File: config.mk
export PLATFORM = sky130hd
export DESIGN_NAME = run_monitor
export DESIGN_NICKNAME = d
export VERILOG_FILES = /design/src/rtl/run_monitor_pkg.sv /design/src/rtl/run_monitor_sat_counter.sv /design/src/rtl/run_monitor.sv
export SDC_FILE = /design/constraint.sdc
export NUM_CORES = 1
export LEC_CHECK = 0
export CELL_PAD_IN_SITES_DETAIL_PLACEMENT = 1
export CELL_PAD_IN_SITES_GLOBAL_PLACEMENT = 2
export CORE_MARGIN = 2
export CORE_UTILIZATION = 21
export DETAILED_ROUTE_END_ITERATION = 8
export GPL_TIMING_DRIVEN = 0
export PLACE_DENSITY_LB_ADDON = 0.1
export SLEW_MARGIN = 0
export SYNTH_ARGS = -nofsm -noshare
export SYNTH_HDL_FRONTEND = slang
export SYNTH_SLANG_ARGS = --single-unit
File: constraint.sdc
create_clock -name clk -period 2.8 [get_ports clk]
set_input_delay 0.7 -clock clk [delete_from_list [all_inputs] [get_ports clk]]
set_output_delay 0.7 -clock clk [all_outputs]
set_load 0.005 [all_outputs]
File: src/rtl/run_monitor_pkg.sv
// Shared encodings for the run monitor: verdict states and failure causes.
package run_monitor_pkg;

   typedef enum logic [2:0] {
      ST_IDLE    = 3'd0,
      ST_RUN     = 3'd1,
      ST_PASS    = 3'd2,
      ST_FAIL    = 3'd3,
      ST_TIMEOUT = 3'd4
   } state_t;

   typedef enum logic [1:0] {
      CAUSE_NONE     = 2'd0,
      CAUSE_XINSTR   = 2'd1,
      CAUSE_BADWRITE = 2'd2,
      CAUSE_TIMEOUT  = 2'd3
   } cause_t;

endpackage

File: src/rtl/run_monitor_sat_counter.sv
// Saturating up-counter with synchronous clear; holds at all-ones instead of wrapping.
module sat_counter #(
   parameter int unsigned W = 16
) (
   input  logic         clk,
   input  logic         reset,
   input  logic         clear,
   input  logic         inc,
   output logic [W-1:0] q
);

   logic [W-1:0] r_q;

   // NOTE: sequential state uses non-blocking assignments so every register samples pre-edge values.
   always_ff @(posedge clk) begin
      if (reset || clear) begin
         r_q <= '0;
      end else if (inc && (r_q != '1)) begin
         r_q <= r_q + W'(1);
      end
   end

   assign q = r_q;

endmodule

File: src/rtl/run_monitor.sv
// Pass/fail monitor for the multicycle core: sticky verdict, run counters and first-fail capture.
module run_monitor
   import run_monitor_pkg::*;
#(
   parameter int unsigned WIDTH     = 32,
   parameter int unsigned CYC_W     = 16,
   parameter int unsigned TIMEOUT   = 1000,
   parameter int unsigned PASS_ADR  = 128,
   parameter int unsigned PASS_DATA = 254,
   parameter int unsigned ALLOW_ADR = 80,
   parameter bit          STRICT    = 1'b1
) (
   input  logic             clk,
   input  logic             reset,
   input  logic             start,
   input  logic [WIDTH-1:0] instr,
   input  logic             instr_fetch,
   input  logic             mem_write,
   input  logic [WIDTH-1:0] adr,
   input  logic [WIDTH-1:0] write_data,
   output logic [2:0]       state,
   output logic             done,
   output logic             pass,
   output logic             fail,
   output logic [1:0]       fail_cause,
   output logic [WIDTH-1:0] fail_adr,
   output logic [CYC_W-1:0] cycle_count,
   output logic [CYC_W-1:0] instr_count
);

   localparam logic [WIDTH-1:0] LP_PASS_ADR  = WIDTH'(PASS_ADR);
   localparam logic [WIDTH-1:0] LP_PASS_DATA = WIDTH'(PASS_DATA);
   localparam logic [WIDTH-1:0] LP_ALLOW_ADR = WIDTH'(ALLOW_ADR);
   localparam int unsigned      LP_TO_LAST   = (TIMEOUT == 0) ? 0 : TIMEOUT - 1;

   state_t           r_state;
   cause_t           r_cause;
   logic [WIDTH-1:0] r_fail_adr;
   logic             r_done;
   logic             r_pass;
   logic             r_fail;

   state_t           w_next_state;
   cause_t           w_next_cause;
   logic [WIDTH-1:0] w_next_fail_adr;
   logic             w_clear;
   logic             w_in_run;
   logic             w_xinstr;
   logic             w_pass_wr;
   logic             w_bad_wr;
   logic             w_timeout;
   logic [CYC_W-1:0] w_cycle_count;
   logic [CYC_W-1:0] w_instr_count;

   // X detection only has meaning in a four-state simulator; hardware never sees X.
`ifndef SYNTHESIS
   assign w_xinstr = $isunknown(instr);
`else
   assign w_xinstr = 1'b0;
`endif

   assign w_in_run  = (r_state == ST_RUN);
   assign w_pass_wr = mem_write && (adr == LP_PASS_ADR) && (write_data == LP_PASS_DATA);
   assign w_bad_wr  = mem_write && STRICT && (adr != LP_PASS_ADR) && (adr != LP_ALLOW_ADR);
   assign w_timeout = (TIMEOUT != 0) && (32'(w_cycle_count) == LP_TO_LAST);

   // NOTE: every always_comb output gets a default first so no path leaves it unassigned (no latch).
   always_comb begin
      w_next_state    = r_state;
      w_next_cause    = r_cause;
      w_next_fail_adr = r_fail_adr;
      w_clear         = 1'b0;
      unique case (r_state)
         ST_RUN: begin
            if (w_xinstr) begin
               w_next_state = ST_FAIL;
               w_next_cause = CAUSE_XINSTR;
            end else if (w_pass_wr) begin
               w_next_state = ST_PASS;
            end else if (w_bad_wr) begin
               w_next_state    = ST_FAIL;
               w_next_cause    = CAUSE_BADWRITE;
               w_next_fail_adr = adr;
            end else if (w_timeout) begin
               w_next_state = ST_TIMEOUT;
               w_next_cause = CAUSE_TIMEOUT;
            end
         end
         ST_IDLE, ST_PASS, ST_FAIL, ST_TIMEOUT: begin
            if (start) begin
               w_next_state    = ST_RUN;
               w_next_cause    = CAUSE_NONE;
               w_next_fail_adr = '0;
               w_clear         = 1'b1;
            end
         end
         default: w_next_state = ST_IDLE;
      endcase
   end

   always_ff @(posedge clk) begin
      if (reset) begin
         r_state    <= ST_IDLE;
         r_cause    <= CAUSE_NONE;
         r_fail_adr <= '0;
         r_done     <= 1'b0;
         r_pass     <= 1'b0;
         r_fail     <= 1'b0;
      end else begin
         r_state    <= w_next_state;
         r_cause    <= w_next_cause;
         r_fail_adr <= w_next_fail_adr;
         r_done     <= (w_next_state == ST_PASS) || (w_next_state == ST_FAIL) ||
                       (w_next_state == ST_TIMEOUT);
         r_pass     <= (w_next_state == ST_PASS);
         r_fail     <= (w_next_state == ST_FAIL) || (w_next_state == ST_TIMEOUT);
      end
   end

   sat_counter #(.W(CYC_W)) u_cycle_cnt (
      .clk   (clk),
      .reset (reset),
      .clear (w_clear),
      .inc   (w_in_run),
      .q     (w_cycle_count)
   );

   sat_counter #(.W(CYC_W)) u_instr_cnt (
      .clk   (clk),
      .reset (reset),
      .clear (w_clear),
      .inc   (w_in_run && instr_fetch),
      .q     (w_instr_count)
   );

   assign state       = r_state;
   assign done        = r_done;
   assign pass        = r_pass;
   assign fail        = r_fail;
   assign fail_cause  = r_cause;
   assign fail_adr    = r_fail_adr;
   assign cycle_count = w_cycle_count;
   assign instr_count = w_instr_count;

endmodule

**Word-level counts from Yosys, hierarchy flattened**

Cells that the tools add are included.

- Bits in registers: 72
- Input bits: 101
- Output and inout port bits: 72

- Add/sub/neg operators: 2
- Eq/ne operators: 18
- Mux-type cells: 16
- Reduce and logical (&&, ||, !) cells: 16

Operator list:

| cell | count |
|---|---|
| $mux 32 | 3 |
| $eq 32x8->1 const B | 2 |
| $pmux 32 s2 | 1 |
| $add 16x1->16 const B | 2 |
| $ne 16x16->1 const B | 2 |
| $ne 32x7->1 const B | 1 |
| $ne 32x8->1 const B | 1 |
| $eq 16x10->1 const B | 1 |
| $eq 3x2->1 const B | 4 |
| $mux 3 | 4 |
| $mux 2 | 4 |
| $reduce_and 4->1 | 2 |
| $logic_and 1x1->1 | 7 |
| $eq 3x3->1 const B | 2 |
| $ne 2x2->1 const B | 3 |
| $pmux 3 s2 | 1 |
| $logic_or 1x1->1 | 4 |
| $pmux 2 s2 | 1 |
| $reduce_or 4->1 | 1 |
| $eq 3x1->1 const B | 1 |
| $logic_not 3->1 | 1 |
| $ne 3x3->1 const B | 1 |
| $mux 1 | 2 |
| $reduce_bool 2->1 | 1 |

**Longest topological paths before layout**

Gate-level depths: netlist (run 1).

- Word-level depth: 9
- Depth in mapped cells: 9
- Mapped depth without buffers: 7

**Modules after synthesis**

From an unflattened synthesis (run 1), not the netlist that was laid out.

- Cells, all modules: 424
- Area total of the unflattened synthesis: 3569.7 um^2

Modules (own cells, without submodules):

| module | times used | cells an instance | area each (um^2) | sequential area each (um^2) |
|---|---|---|---|---|
| run_monitor | 1 | 234 | 1875.5 | 800.8 |
| sat_counter | 2 | 95 | 847.1 | 320.3 |

**Worst setup path after synthesis (run 1)**

Ideal clock, no wire load.

- Path type: input-to-reg
- From: input port write_data[10]
- To: register r_cause[0], in the netlist fail_cause[0]
- Library setup time: 117 ps
- Arrival: 2309 ps
- Path slack: 374 ps
- Cell stages on the path: 6
- Path buffers: 0
- Cells stage by stage: or4_1 > or4_1 > nor3_2 > a21oi_1 > a22o_1 > a22o_1

- Longest elaborated chain between the ends: 4

RTL lines:

| item | line | RTL |
|---|---|---|
| start, declared | run_monitor.sv:20 | `input logic [WIDTH-1:0] write_data,` |
| $eq 32x8->1 | run_monitor.sv:63 | `assign w_pass_wr = mem_write && (adr == LP_PASS_ADR) && (write_data == LP_PASS_DATA);` |
| $logic_and 1x1->1 | run_monitor.sv:63 |  |
| $ne 2x2->1 (no source line) | n/a |  |
| $reduce_and 4->1 (no source line) | n/a |  |
| end signal, assigned | run_monitor.sv:111 | `r_cause <= w_next_cause;` |
| end, declared | run_monitor.sv:37 | `cause_t r_cause;` |

Every way passes these cells.
A chain may end at the register's enable or synchronous reset.

**Worst setup path after layout (run 1)**

- From: input port write_data[10]
- To: register r_fail, in the netlist fail

- Longest elaborated chain between the ends: 6

RTL lines:

| item | line | RTL |
|---|---|---|
| $eq 32x8->1 * | run_monitor.sv:63 |  |
| $logic_and 1x1->1 * | run_monitor.sv:63 |  |
| $mux 3 * | run_monitor.sv:78 | `end else if (w_pass_wr) begin` |
| $pmux 3 s2 * | run_monitor.sv:73 | `unique case (r_state)` |
| $eq 3x2->1 / $eq 3x3->1 (equally long branches) | run_monitor.sv:116 | `r_fail <= (w_next_state == ST_FAIL) \|\| (w_next_state == ST_TIMEOUT);` |
| $logic_or 1x1->1 * | run_monitor.sv:116 |  |
| end signal, assigned | run_monitor.sv:116 |  |
| end, declared | run_monitor.sv:41 | `logic r_fail;` |

Mark *: on every way between the ends. The rest lies on a longest branch, timed or not.

==> summary.md, run 1 <==
| Metric | Value |
|---|---|
| Status | finished clean |
| Worst-margin pin slew | a little under 600 ps |
| Clock Path Buffers | 2 |
| Sequential cell area fraction in the yosys report | 45.1% |
| Internal power | around 2.1 mW |
| Share of layout cells above drive strength 1 | under 10% |
| Top_reg_cell synth | dfxtp_1 |
| Vias per cell | ~4.6 |
| FF-to-FF Start | u_instr_cnt.q[3] |
| Worst R2R Path Depth | 8 |
| Syn-to-layout area delta | 63.1% |
| CP most frequent cell | or4_1 |
| # fillers | about 1,700 |
| Hold Crit Depth | 2 |
| Global-route wire length before repair | roughly 18,000 microns |
| Startpoint Class | primary input |
| Cell taking the most area after synthesis | dfxtp_1 |
| DR pass1 iterations | 5 |
| Worst path slowest cell | or4_1 |
| WS Path Type | primary input to flip-flop |
| Min-delay src | fail_adr[1] |
| Slew Limit Fails | 0 |
| Core Util, Final | 34.6% |
| Type of the tightest min-delay check | flip-flop to flip-flop |
| Die Wd | 127 microns |
| Clock transition at path regs | roughly 60 ps |
| Skew-Pair Late Insertion Delay | 330 ps |
| GPL Wtd Cong | around 0.74 |
| GRT Resource Usage Total | ~15% |
| Antenna-violating nets left | 0 |
| Initial antenna violation count | 0 |
| Clock sink count | 72 |
| Worst R2R End | u_instr_cnt.q[12] |
| CP endpoint kind | flip-flop |
| Most numerous cell in the Yosys netlist | dfxtp_1 |
| CP Data Arrival Time | slightly below 3000 ps |
| Grt total ovfl | 0 |
| Syn avg cell area | slightly above 8 sq um |
| Worst Path Required | 3070 ps |
| Mapped Cells | approximately 390 |
| CP Cell Sequence | clkdlybuf4s50_1, or4_1, or4_1, nor3_4, nand2_1, o311a_4, o21ai_1 |
| Synth warn | 0 |
| Full die area | ~16,000 sq um |
| DRT iter0 DRCs | a little over 90 |
| Setup TNS | 0 ps |
| DR vias | about 3,400 |
| Num ports | between 150 and 200 |
| Vias in the first global route | roughly 3,500 |
| R2R Setup Slk | ~500 ps |
| Max Fclk | between 300 and 400 MHz |
| Clk root buf | clkbuf_16 |
| Post-CTS Hold Buffers | 0 |
| Pin count of the biggest net entering global routing | 12 |
| Initial Util | 21.2% |
| Switch share | roughly a quarter |
| Die Ht | around 130 microns |
| Core box area | between 15,000 and 20,000 sq um |
| Final clock skew | 4.06 ps |
| Hold Path Sink | fail_adr[1] |
| Yosys top cell area share | between 40% and 50% |
| Post-DP HPWL | ~9000 microns |
| CTS tree | built |
| Net Count, Synth | between 400 and 500 |
| Clock share of power | 46.2% |
| P_sw | between 600 and 700 uW |
| Row count | 45 |
| Flop pwr share | 39.1% |
| Dpl cells | roughly 720 |
| Post-synth top cells | 72 x dfxtp_1, 53 x nand2_1, 43 x nand3_1, 40 x nor2_1, 38 x a21oi_1 |
| Unique masters post-synth | 45 |
| Logic pwr share | between 10% and 20% |
| Leak | 1.72 nW |
| Routed length per instance | 15.7 microns |
| Post-synthesis register bit count | between 70 and 80 |
| VDD IR max | around 0.23 mV |
| Max-cap violation count | 0 |
| Final net count | between 600 and 700 |
| Largest cells by area after synthesis | dfxtp_1 45%, nand3_1 6.7%, nand2_1 6.2% |
| FFs w/ async S/R, synth | 0% |
| Crit path max fanout | 4 |
| Relative slew margins | 60.0% |
| Max incr delay on CP | 540 ps |
| Pwr dens | 532 nW/um^2 |
| Period utilization | between 90% and 100% |
| Final non-filler cell total | around 730 |
| Final WL | roughly 12,000 microns |
| Minimum clock period | 2680 ps |
| DRC errors left | 0 |
| Fin. Hold Viols | 0 |
| Mapped cell area | about 3200 sq um |
| Diodes inserted | 0 |
| Final setup viols | 0 |
| H-tree Lvls | 3 |
| Number of flops mapped to enable cells by yosys | 0 |
| # port buffers | between 100 and 150 |
| CTS Buf Count | 9 |
registers in the layout, summed over array words and instances, names as in the netlist:
name and flops:
u_cycle_cnt.q 16, fail 1, state 3, fail_cause 2, pass 1, fail_adr 32, u_instr_cnt.q 16, done 1
cell usage in the layout, fill, tap and decap left out, types with 2 or more instances in the layout:
cell type          n
buf_1              3
nor3b_1            2
clkbuf_1          13
clkdlybuf4s50_1  140
nand4_1            7
nor3_1            14
nand3_1           43
nand2b_1           2
or4_1              3
nor4b_1            2
clkbuf_16          9
nor2_1            40
a21oi_1           38
or3_1              2
nor4_1            14
ha_1               2
a22o_1             2
clkbuf_8           6
dfxtp_1           72
buf_2              4
nor4_2             2
nand2_1           53
inv_1              9
and4_1             4
mux2i_1            3
xnor2_1           19
xor2_1             8
and3_1             2
o21ai_0            3
kinds of logic (layout without fill, tap and decap cells):
kind of cell | Yosys count | in the layout | synth area share (%)
xor+xnor | 27 | 27 | 7.40
compound gates | 57 | 57 | 11.5
buf+inv | 30 | 187 | 3.72
simple gates | 196 | 196 | 30.2
flops | 72 | 72 | 45.1
mux | 4 | 4 | 1.29
fa+ha+maj | 2 | 2 | 0.783
power by group through the flow:
stage | combinational, mW | sequential (mW) | clock, mW
after floorplan | 0.165 | 1.10 | 0
after global placement | 0.409 | 1.10 | 0
after detailed placement | 0.411 | 1.10 | 0
after CTS | 0.415 | 1.08 | 1.33
after global routing | 0.454 | 1.09 | 1.37
final | 0.410 | 1.08 | 1.28
routing by layer:
metal / routed length, microns / GRT usage (%)
met1: 5460 / 19.0
met2: 5310 / 23.2
met3: 579 / 3.56
met4: 187 / 6.14
met5: 0 / 0
stage by stage:
step	total power, mW	instance area, sq um	hold WS, ps	setup slack [ps]
global placement	1.51	4830	439	-441
global route	2.91	5210	473	-7.68
floorplan	1.27	3190	448	374
CTS	2.83	5180	454	7.90
detailed placement	1.52	4830	447	-457
finish	2.77	5210	451	125
worst max path at each step:
| stage | end | slack [ps] | depth (start not counted) | startpoint |
|---|---|---|---|---|
| 2_1_floorplan | fail_cause[0] | 370 | 6 | write_data[10] |
| 5_1_grt | fail_adr[12] | -8 | 8 | adr[0] |
| 3_5_place_dp | pass | -460 | 7 | adr[5] |
| 4_1_cts | fail_adr[12] | 8 | 8 | adr[5] |
| 3_3_place_gp | pass | -440 | 7 | adr[5] |
| 6_report | fail | 120 | 7 | write_data[10] |
critical path: cells and delay by family:
| kind | cells | cell delay (ps) |
|---|---|---|
| AO/OA/AOI/OAI | 2 | 490 |
| AND/OR/NAND/NOR | 4 | 1360 |
| buffers and inverters | 1 | 400 |
cell type report:
type	count	area [sq um]	share of cell area (%)
multi-input cells	286	1660	31.9
clock inverters	1	30.0	0.577
well taps	188	235	4.52
plain buffers	21	87.6	1.68
clock buffers	15	308	5.91
repair buffers	141	1410	27.0
inverters	9	33.8	0.649
flip-flops and latches	72	1440	27.7
timing repair:
action	in CTS	in global routing
setup buffers	0	1
endpoints found under the hold margin	0	0
pin swaps	1	2
endpoints found under the setup margin	33	35
resized for setup	2	4
Note: power is estimated with default switching activity, not from simulation.
==> inputs of run 2 (changes only) <==
--- a/config.mk
+++ b/config.mk
@@ -16,3 +16,4 @@
 export SYNTH_ARGS = -nofsm -noshare
 export SYNTH_HDL_FRONTEND = slang
 export SYNTH_SLANG_ARGS = --single-unit
+export TNS_END_PERCENT = 50
==> results of run 2 <==
Same layout as run 1: the final DEF is identical, and so are final timing and power.
==> inputs of run 3 (changes only) <==
--- a/config.mk
+++ b/config.mk
@@ -5,6 +5,7 @@
 export SDC_FILE = /design/constraint.sdc
 export NUM_CORES = 1
 export LEC_CHECK = 0
+export ABC_CLOCK_PERIOD_IN_PS = 2800
 export CELL_PAD_IN_SITES_DETAIL_PLACEMENT = 1
 export CELL_PAD_IN_SITES_GLOBAL_PLACEMENT = 2
 export CORE_MARGIN = 2
==> results of run 3 <==
Same layout as run 1: the final DEF is identical, and so are final timing and power.
